**config.mk**
```make
export PLATFORM = sky130hd
export DESIGN_NAME = spi_fifo_buffer
export DESIGN_NICKNAME = d
export VERILOG_FILES = /design/src/rtl/spi_fifo_buffer.sv
export SDC_FILE = /design/constraint.sdc
export NUM_CORES = 1
export LEC_CHECK = 0
export BUFFER_PORTS_ARGS = -buffer_cell sky130_fd_sc_hd__buf_2
export CELL_PAD_IN_SITES_DETAIL_PLACEMENT = 1
export CELL_PAD_IN_SITES_GLOBAL_PLACEMENT = 1
export CORE_ASPECT_RATIO = 1.25
export CORE_MARGIN = 8
export CORE_UTILIZATION = 53
export DETAILED_ROUTE_END_ITERATION = 8
export GPL_ROUTABILITY_DRIVEN = 0
export PLACE_DENSITY = 0.86
export SYNTH_ARGS = -nofsm -noshare
export SYNTH_HDL_FRONTEND = slang
export SYNTH_SLANG_ARGS = --single-unit
```
**constraint.sdc**
```tcl
create_clock -name clk -period 6.5 [get_ports clk]
set_input_delay 1.3 -clock clk [delete_from_list [all_inputs] [get_ports clk]]
set_output_delay 1.3 -clock clk [all_outputs]
set_load 0.01 [all_outputs]
```
**src/rtl/spi_fifo_buffer.sv**
```systemverilog
// Circular FIFO between the SPI serialiser and the processor data bus.
// Independent read/write pointers, occupancy count, sticky overflow/underflow
// flags, synchronous flush and a one-cycle read-valid strobe.
module spi_fifo_buffer #(
  parameter int unsigned DATA_WIDTH = 32,
  parameter int unsigned BUF_SIZE   = 10
) (
  input  logic                                 clk,
  input  logic                                 rst,
  input  logic                                 wr,
  input  logic [DATA_WIDTH-1:0]                data_in,
  input  logic                                 oe,
  output logic [DATA_WIDTH-1:0]                data_out,
  output logic                                 data_valid,
  input  logic                                 flush,
  output logic [$clog2(BUF_SIZE+1)-1:0]        count,
  output logic                                 empty,
  output logic                                 full,
  output logic                                 overflow,
  output logic                                 underflow
);

  localparam int unsigned ADDR_WIDTH = $clog2(BUF_SIZE);
  localparam int unsigned CNT_WIDTH  = $clog2(BUF_SIZE + 1);

  logic [DATA_WIDTH-1:0] mem_q [BUF_SIZE];

  logic [ADDR_WIDTH-1:0] wr_ptr_q, wr_ptr_d;
  logic [ADDR_WIDTH-1:0] rd_ptr_q, rd_ptr_d;
  logic [CNT_WIDTH-1:0]  count_q, count_d;
  logic [DATA_WIDTH-1:0] data_out_q, data_out_d;
  logic                  valid_q, valid_d;
  logic                  ovf_q, ovf_d;
  logic                  udf_q, udf_d;

  logic full_w, empty_w;
  logic wr_accept, rd_accept;

  assign full_w  = (count_q == CNT_WIDTH'(BUF_SIZE));
  assign empty_w = (count_q == '0);

  // A full FIFO still accepts a write when a read frees the slot in the same cycle.
  assign wr_accept = wr & (~full_w | oe) & ~flush;
  assign rd_accept = oe & ~empty_w & ~flush;

  // Next-state for pointers, occupancy, read data and status flags.
  always_comb begin
    wr_ptr_d   = wr_ptr_q;
    rd_ptr_d   = rd_ptr_q;
    count_d    = count_q;
    data_out_d = data_out_q;
    valid_d    = 1'b0;
    ovf_d      = ovf_q;
    udf_d      = udf_q;

    if (flush) begin
      wr_ptr_d   = '0;
      rd_ptr_d   = '0;
      count_d    = '0;
      data_out_d = '0;
      ovf_d      = 1'b0;
      udf_d      = 1'b0;
    end else begin
      if (wr_accept) begin
        wr_ptr_d = (wr_ptr_q == ADDR_WIDTH'(BUF_SIZE - 1)) ? '0 : wr_ptr_q + ADDR_WIDTH'(1);
      end else if (wr) begin
        ovf_d = 1'b1;
      end

      if (rd_accept) begin
        // Memory is read before this edge's write lands, so a full wr+oe returns the oldest word.
        data_out_d = mem_q[rd_ptr_q];
        valid_d    = 1'b1;
        rd_ptr_d   = (rd_ptr_q == ADDR_WIDTH'(BUF_SIZE - 1)) ? '0 : rd_ptr_q + ADDR_WIDTH'(1);
      end else if (oe) begin
        udf_d = 1'b1;
      end

      if (wr_accept && !rd_accept) begin
        count_d = count_q + CNT_WIDTH'(1);
      end else if (rd_accept && !wr_accept) begin
        count_d = count_q - CNT_WIDTH'(1);
      end
    end
  end

  // Control and status registers with synchronous reset.
  always_ff @(posedge clk) begin
    if (rst) begin
      wr_ptr_q   <= '0;
      rd_ptr_q   <= '0;
      count_q    <= '0;
      data_out_q <= '0;
      valid_q    <= 1'b0;
      ovf_q      <= 1'b0;
      udf_q      <= 1'b0;
    end else begin
      wr_ptr_q   <= wr_ptr_d;
      rd_ptr_q   <= rd_ptr_d;
      count_q    <= count_d;
      data_out_q <= data_out_d;
      valid_q    <= valid_d;
      ovf_q      <= ovf_d;
      udf_q      <= udf_d;
    end
  end

  // Storage array; contents are deliberately left uninitialised on reset.
  always_ff @(posedge clk) begin
    if (!rst && wr_accept) begin
      mem_q[wr_ptr_q] <= data_in;
    end
  end

  assign data_out   = data_out_q;
  assign data_valid = valid_q;
  assign count      = count_q;
  assign empty      = empty_w;
  assign full       = full_w;
  assign overflow   = ovf_q;
  assign underflow  = udf_q;

endmodule
```
After elaboration in Yosys (flattened, before gate mapping) --
Memories as Yosys holds them, arrays and structs flattened. A register that Yosys moved wholly into a read port is not among the register bits. Cells that the tools add are included.
Storage, ports and cells: register bits 15, latch bits 0, bits in writable memories 320, ROM bits 0, bits of input ports 37, output and inout bits 41, logic and storage cells 42, memories 1
Memories:
- mem_q | depth 10, bits a word 32, rd ports 1, clocked after memory_dff 1, write ports 1, RTL line 26 | logic [DATA_WIDTH-1:0] mem_q [BUF_SIZE];
Cells by class: $add $sub $neg 4, multipliers 0, divide/modulo/power cells 0, order comparisons 0, equality and inequality tests 3, shift operators 0, multiplexer cells 7, bitwise operators 10, reduce and logical (&&, ||, !) cells 11
Operator list (number):
- 2-to-1 mux 4 bit | 4
- adder 4 x 1 -> 4 bit (second input constant) | 3
- == test 4 bit (second input constant) | 3
- inverter 1 bit | 5
- AND 1 bit | 4
- zero test 4 bit | 1
- AND reduction 2 bit | 2
- subtractor 4 x 1 -> 4 bit (second input constant) | 1
- logical AND 1 bit | 3
- zero test 1 bit | 3
- 2-to-1 mux 1 bit | 3
- nonzero test 2 bit | 1
- OR reduction 2 bit | 1
- OR 1 bit | 1

Longest topological paths before layout --
Gate-level depths: netlist of run 1.
depth in word-level cells 9, gate-level depth with buffers 11, depth with buffers taken out 10

Worst setup path before layout of run 1 --
OpenSTA, ideal clock, no wires.
path kind input-to-reg, start input flush, end memory mem_q[8][0], enable pin, setup time 501 ps, data arrival time 4763 ps, required time 5999 ps, slack 1235 ps, stages on the path 3, path buffers 0, cell sequence nor2_1 o211ai_1 nor4_1
On the way: word-level cells in the longest chain between the ends 5
Ends and longest elaborated chain:
- start, declared | RTL line 15 | input logic flush,
- inverter 1 bit | RTL line 43 | assign wr_accept = wr & (~full_w | oe) & ~flush;
- AND 1 bit | RTL line 43
- logical AND 1 bit | RTL line 110 | if (!rst && wr_accept) begin
- 2-to-1 mux 1 bit | RTL line 110
- 2-to-1 mux 1 bit (implied by the code) | RTL line 111 | mem_q[wr_ptr_q] <= data_in;
- end, declared | RTL line 26
No other way between the ends.

Worst setup path in the final report of run 1 --
start input oe, end register count_q[3] (netlist: count[3])
On the way: word-level cells in the longest chain between the ends 6, elaborated cells between the ends (all ways) 11, those cells by class mux (1); bitwise (5); reduce/logical (5)
Ends and longest elaborated chain:
- start, declared | RTL line 12 | input logic oe,
- OR 1 bit | RTL line 43
- AND 1 bit (2 in a row) | RTL line 43
- zero test 1 bit | RTL line 81 | end else if (rd_accept && !wr_accept) begin
- logical AND 1 bit | RTL line 81
- nonzero test 2 bit (no source line)
- end signal, assigned | RTL line 100 | count_q <= count_d;
- end, declared | RTL line 30 | logic [CNT_WIDTH-1:0] count_q, count_d;
Several ways; a longest one is shown, not always the timed one. A chain may end at the register's enable or synchronous reset.

==> results of run 1 <==
how the worst max path moves through the flow:
stage	start	to	slack [ns]
after detailed placement	flush	mem_q[0][3]$_DFFE_PP_	2.09
after global placement	flush	mem_q[0][30]$_DFFE_PP_	2.41
after global routing	oe	count[3]$_SDFFE_PP0P_	2.95
after CTS	flush	mem_q[0][10]$_DFFE_PP_	2.63
after floorplan	flush	mem_q[8][0]$_DFFE_PP_	1.24
final	oe	count[3]$_SDFFE_PP0P_	3.11
cell usage in the layout (no fill, tap or decap), types with 2 or more instances in the layout:
cell type and instances:
o21ai_0 3, mux2i_1 34, or3_1 3, clkinv_2 3, clkinv_4 4, a21oi_1 38, nor4_4 2, a22oi_1 32
o21ai_1 37, nor3_1 2, inv_1 5, ha_1 3, bufinv_16 4, clkbuf_16 37, buf_2 77, buf_4 13
xor2_1 3, nor3b_1 32, clkinv_1 3, nand2_1 5, nor3_2 3, clkbuf_1 6, nand2b_1 3, nor2_4 6
xnor2_1 3, nor2_1 14, o211ai_1 2, clkinvlp_4 3, nand3_1 2, mux4_2 64, edfxtp_1 320, nor2b_1 2
dfxtp_1 45, clkbuf_8 3
area by class of cell:
type                    count  area (um^2)
fillers                  2290        10050
clock buffers              46        989.7
multi-input cells         308         3192
inverters                   5        18.77
well taps                 340        425.4
repair buffers             91        494.2
clock inverters            17        203.9
flip-flops and latches    367        10560
registers in the layout, summed over array words and instances, names as in the netlist:
register and count:
count 4, data_out 32, data_valid 1, mem_q 320
overflow 1, rd_ptr_q 4, underflow 1, wr_ptr_q 4
power by group:
| group | internal [mW] | total (mW) | leakage (nW) | switching, mW |
|---|---|---|---|---|
| Combinational | 0.0574 | 0.159 | 1.11 | 0.101 |
| Sequential | 2.57 | 2.59 | 3.26 | 0.0186 |
| Clock | 1.24 | 2.11 | 0.574 | 0.867 |
Yosys cell counts (all sizes together):
cell type	number
buf	30
o21ai	40
nand4bb	1
xnor2	3
inv	5
or3	3
o41ai	1
and2	1
dfxtp	47
a21oi	38
xor2	3
nor2	20
a31o	1
nor4	4
edfxtp	320
a211oi	1
nor2b	2
clkbuf	14
a22oi	32
or2	2
nand3	2
mux2i	34
and4b	1
nor3b	32
fa	1
a31oi	1
nor3	5
o211ai	2
a211o	1
or4	1
nand3b	1
mux4	64
ha	3
nand2	5
nand2b	3
routing by layer:
metal | wire, um | global-route usage [%] | vias up
li1 | - | - | 3103
met3 | 1857 | 3.548 | 69
met2 | 17410 | 36.36 | 283
met5 | 0 | 0 | -
met1 | 12690 | 25.88 | 3812
met4 | 940 | 7.386 | 0
critical path: stages:
cell      delay, ns
buf_2          0.15
o41ai_4        0.06
buf_4          0.76
or2_1          0.20
ha_1           0.16
inv_1          0.09
ha_1           0.35
nand3_1        0.12
a211o_1        0.30
a211oi_1       0.20
a31o_1         0.14
kinds of logic (layout without fill, tap and decap cells):
kind of cell / Yosys count / after routing / share of synthesized area, %
fa+ha+maj: 4 / 4 / 0.4145
buf+inv: 49 / 159 / 1.649
mux: 98 / 98 / 12.83
compound gates: 117 / 117 / 5.073
xor+xnor: 6 / 6 / 0.3785
simple gates: 83 / 83 / 3.685
flops: 367 / 367 / 75.97
per-stage QoR:
stage	instance area (um^2)	setup WS, ns
floorplan	13890	1.235
finish	15880	3.113
global placement	14670	2.410
global route	15880	2.946
detailed placement	14670	2.092
CTS	15870	2.626
==> summary.md, run 1 <==
| Metric | Value |
|---|---|
| Via Count | just over 7000 |
| WHS | about 0.47 ns |
| P&R area growth vs syn | 14.34% |
| CTS tree | yes |
| Synth Instances | between 700 and 800 |
| Hold Crit Class | flop to flop |
| Core outline area | 25930 um^2 |
| Hold Buf Count CTS | 0 |
| Max-slew violations | 0 |
| Worst Tran Pin Value | 1.214 ns |
| DR iter-0 viols | ~600 |
| Die Ht | 197.0 um |
| Crit Reg-Reg Endpoint | count[3]$_SDFFE_PP0P_ |
| Remaining antenna violation count | 0 |
| Post-Syn Nets | 765 |
| Worst Hold Path EP | overflow$_SDFFE_PP0P_ |
| Initial antenna violation count | 0 |
| Longest Clk Path Bufs | 3 |
| Register area share after synthesis | 75.97% |
| Die area | 31670 um^2 |
| RSZ-0062 raised after global routing | no |
| WP data required | 6.96 ns |
| First-pass GRT wire length | 50080 um |
| Clk_lat worst skew | 0.51 ns |
| Synth top area cells | edfxtp_1 69%, mux4_2 10%, dfxtp_1 6.8%, mux2i_1 2.5%, a22oi_1 1.7% |
| Setup TNS Final | 0 ns |
| Detail Placement HPWL | 18420 um |
| Final setup viols | 0 |
| Top cell type by total area after synthesis | edfxtp_1 |
| Synthesized area per cell | 19.18 um^2 |
| Pre-antenna DRT Iters | 4 |
| Starting density of the core | 53.56% |
| Antenna cells | 0 |
| CTS resizes | 0 |
| Fin util | 61.24% |
| Outcome | complete, no violations |
| RR Startpoint | count[0]$_SDFFE_PP0P_ |
| Minimum clock period | 3.387 ns |
| CTS Sinks | 367 |
| Mapped Area | 13890 um^2 |
| PD cells | approximately 300 nW/um^2 |
| H-tree Lvls | 2 |
| Total power | 4.858 mW |
| Chip Width | 160.8 um |
| Final std cells w/o fill | 1174 |
| Ys Warns | 0 |
| CTS buffer count | 35 |
| Synthesized flop and latch total | 367 |
| Final #Nets | 849 |
| Buffers added on ports | 77 |
| HP Start | overflow$_SDFFE_PP0P_ |
| Crit Path Category | primary input to flop |
| Dpl cells | 1110 |
| FMAX | 295.3 MHz |
| Worst VDD drop | 198.5 uV |
| Vias per cell | 6.190 |
| Root buf cell | clkbuf_16 |
| Io pins | 78 |
| Critical Path Start Type | primary input |
| Crit Path Max Fanout | 75 |
| CP Capture Type | flop |
| Drt total wl | 32900 um |
| Worst Skew | approximately 0.014 ns |
| Top-area cell type share of the netlist area | a little under 70% |
| Cell depth of the worst hold path | 2 |
| GRT overflow | 0 |
| Fin. Hold Viols | 0 |
| Post-CTS Setup Inserts | 0 |
| Leakage Power | 4.943 nW |
| R2R setup slack | approximately 3.3 ns |
| WL/cell | 28.02 um |
| Share of layout cells above drive strength 1 | between 20 and 30% |
| Final worst-path cycle share | 52.10% |
| Library cells used by synthesis | 40 |
| Drt drc | 0 |
| Largest net degree at the start of global routing | 76 |
| Worst Reg-to-Reg Cells | 10 |
| CP arrival | 3.84 ns |
| Rel. slew slack | 18.89% |
| Vias in the first global route | ~8100 |
| Rows | 66 |
| GRT Util Overall | 20.81% |
| Max_cap viols | 0 |
| Reg clk slew, reported paths | 0.07 ns |
(Power assumes the default switching activity.)
==> run 2: changes to the inputs <==
--- a/config.mk
+++ b/config.mk
@@ -10,10 +10,10 @@
 export CELL_PAD_IN_SITES_GLOBAL_PLACEMENT = 1
 export CORE_ASPECT_RATIO = 1.25
 export CORE_MARGIN = 8
-export CORE_UTILIZATION = 53
+export CORE_UTILIZATION = 47
 export DETAILED_ROUTE_END_ITERATION = 8
 export GPL_ROUTABILITY_DRIVEN = 0
-export PLACE_DENSITY = 0.86
+export PLACE_DENSITY = 0.81
 export SYNTH_ARGS = -nofsm -noshare
 export SYNTH_HDL_FRONTEND = slang
 export SYNTH_SLANG_ARGS = --single-unit
==> constraint.sdc (replaced) <==
create_clock -name clk -period 2.89 [get_ports clk]
set_input_delay 0.578 -clock clk [delete_from_list [all_inputs] [get_ports clk]]
set_output_delay 0.578 -clock clk [all_outputs]
set_load 0.01 [all_outputs]
==> summary.md, run 2 (synthesis gave the netlist of run 1 again) <==
| Metric | Value |
|---|---|
| CTS Sinks | between 300 and 400 |
| Rows | 70 |
| Largest net degree at the start of global routing | 49 |
| Worst path most repeated cell | ha_1 |
| Outcome | complete, no violations |
| Dpl cell area | 15020 um^2 |
| CTS resizes | 0 |
| Drt drc | 0 |
| Io pins | 78 |
| CTS buffer count | 36 |
| Multi-input logic area | 3219 um^2 |
| Critical Path Start Type | flop |
| # fillers | 2603 |
| Worst Tran Pin Value | around 1.1 ns |
| First-pass GRT wire length | 48510 um |
| WL/cell | 25.83 um |
| Crit-path slowest cell | dfxtp_1 |
| Dpl cells | 1181 |
| Crit Reg-Reg Endpoint | count[3]$_SDFFE_PP0P_ |
| Root buf cell | clkbuf_16 |
| Leakage Power | slightly above 5 nW |
| Worst setup path start | count[0]$_SDFFE_PP0P_ |
| Pre-antenna DRT Iters | 4 |
| Core outline area | 29170 um^2 |
| CP Capture Type | flop |
| Max_cap viols | 0 |
| PD cells | 665.4 nW/um^2 |
| CP arrival | 3.03 ns |
| Longest Clk Path Bufs | 3 |
| WP data required | 3.35 ns |
| GRT overflow | 0 |
| Rel. slew slack | 28.81% |
| Crit Path Max Fanout | 7 |
| Worst Skew | 0.01479 ns |
| Final std cells w/o fill | between 1000 and 1500 |
| CP endpoint | count[3]$_SDFFE_PP0P_ |
| RSZ-0062 raised after global routing | no |
| Detail Placement HPWL | around 19000 um |
| Design area | 16150 um^2 |
| DR iter-0 viols | roughly 510 |
| Final setup viols | 0 |
| Worst Reg-to-Reg Cells | 10 |
| Critical Path Max Stage Delay | 0.52 ns |
| Die Ht | between 200 and 250 um |
| Delay-heaviest family, CP | compound AO/OA/AOI/OAI gates |
| Fin. Hold Viols | 0 |
| HP Start | wr |
| CTS tree | yes |
| Worst VDD drop | 364.8 uV |
| Remaining antenna violation count | 0 |
| Share of layout cells above drive strength 1 | roughly 27% |
| Vias per cell | a little under 6 |
| Vias in the first global route | 7932 |
| P&R area growth vs syn | 16.31% |
| Reg clk slew, reported paths | 0.06 ns |
| Buffers added on ports | 77 |
| Drt total wl | 32210 um |
| Final #Nets | 864 |
| H-tree Lvls | 2 |
| Largest register FFs | 320 |
| R2R setup slack | between 0.3 and 0.4 ns |
| Final worst-path cycle share | 88.98% |
| Reg area | 10560 um^2 |
| Stages on the worst setup path | 10 |
| Top reg by flops | mem_q |
| Post-CTS Setup Inserts | 0 |
| Die area | 35340 um^2 |
| Hold Crit Class | primary input to flop |
| Most common cell after layout, fill and taps aside | edfxtp_1 |
| Initial antenna violation count | 0 |
| Max-slew violations | 0 |
| Worst-path cell chain | nand4bb_1, o21ai_1, nor2_1, ha_1, inv_1, ha_1, nand3_1, a211o_1, a211oi_1, a31o_1 |
| Crit path buffers/inverters | 1 |
| Antenna cells | 0 |
| Crit Path Category | flop to flop |
| Most frequent cells in the layout | 320 x edfxtp_1, 77 x buf_2, 64 x mux4_2 |
| Starting density of the core | 47.61% |
| FMAX | 388.9 MHz |
| GRT Util Overall | 18.15% |
| Chip Width | 169.7 um |
| Via Count | between 7000 and 8000 |
| Hold Buf Count CTS | 0 |
| RR Startpoint | count[0]$_SDFFE_PP0P_ |
| Minimum clock period | 2.571 ns |
| Clk_lat worst skew | approximately 0.52 ns |
-- run 2: area by class of cell --
type	count	share of cell area, %
Multi-Input combinational cell	308	19.93
Timing Repair Buffer	105	4.539
Sequential cell	367	65.35
Inverter	5	0.1162
Clock inverter	18	0.9451
Clock buffer	48	6.050
Tap cell	396	3.068
-- run 2: worst min-delay path by stage --
stage	to	slack, ns	depth (start not counted)
global placement	underflow$_SDFFE_PP0P_	0.45	2
detailed placement	overflow$_SDFFE_PP0P_	0.44	2
global route	overflow$_SDFFE_PP0P_	0.34	3
CTS	overflow$_SDFFE_PP0P_	0.33	3
finish	overflow$_SDFFE_PP0P_	0.35	3
floorplan	overflow$_SDFFE_PP0P_	0.47	2
-- run 2: report_power, final --
part | leakage [nW] | switching (mW) | internal [mW]
Clock | 0.548 | 1.97 | 2.58
Combinational | 1.21 | 0.241 | 0.139
Sequential | 3.26 | 0.0296 | 5.79
-- run 2: routing by layer --
| layer | share of wire, % | GRT usage, % | vias up | wire, um |
|---|---|---|---|---|
| li1 | - | - | 3135 | - |
| met1 | 39 | 21.60 | 3856 | 12400 |
| met2 | 55 | 32.74 | 225 | 17610 |
| met3 | 4.7 | 3.410 | 58 | 1521 |
| met4 | 2.1 | 5.258 | 0 | 674 |
| met5 | 0 | 0 | - | 0 |
-- run 2: worst reg2reg max path: stages (launching register included) --
cell and delay [ns]:
dfxtp_1 0.52, nand4bb_1 0.29, o21ai_1 0.13, nor2_1 0.17, ha_1 0.21, inv_1 0.10, ha_1 0.34, nand3_1 0.11
a211o_1 0.31, a211oi_1 0.21, a31o_1 0.12
-- run 2: per-stage QoR --
step           setup slack (ns)  utilization [%]  total power, mW  setup TNS (ns)  hold slack [ns]
6_report                 0.3186            55.38            10.75               0           0.3518
3_3_place_gp             0.3443            51.51            6.290               0           0.4490
5_1_grt                 0.03637            55.38            11.02               0           0.3414
4_1_cts                  0.3095            55.38            10.83               0           0.3319
3_5_place_dp             0.2400            51.51            6.312               0           0.4399
2_1_floorplan           -0.2866                -            6.133          -64.24           0.4695
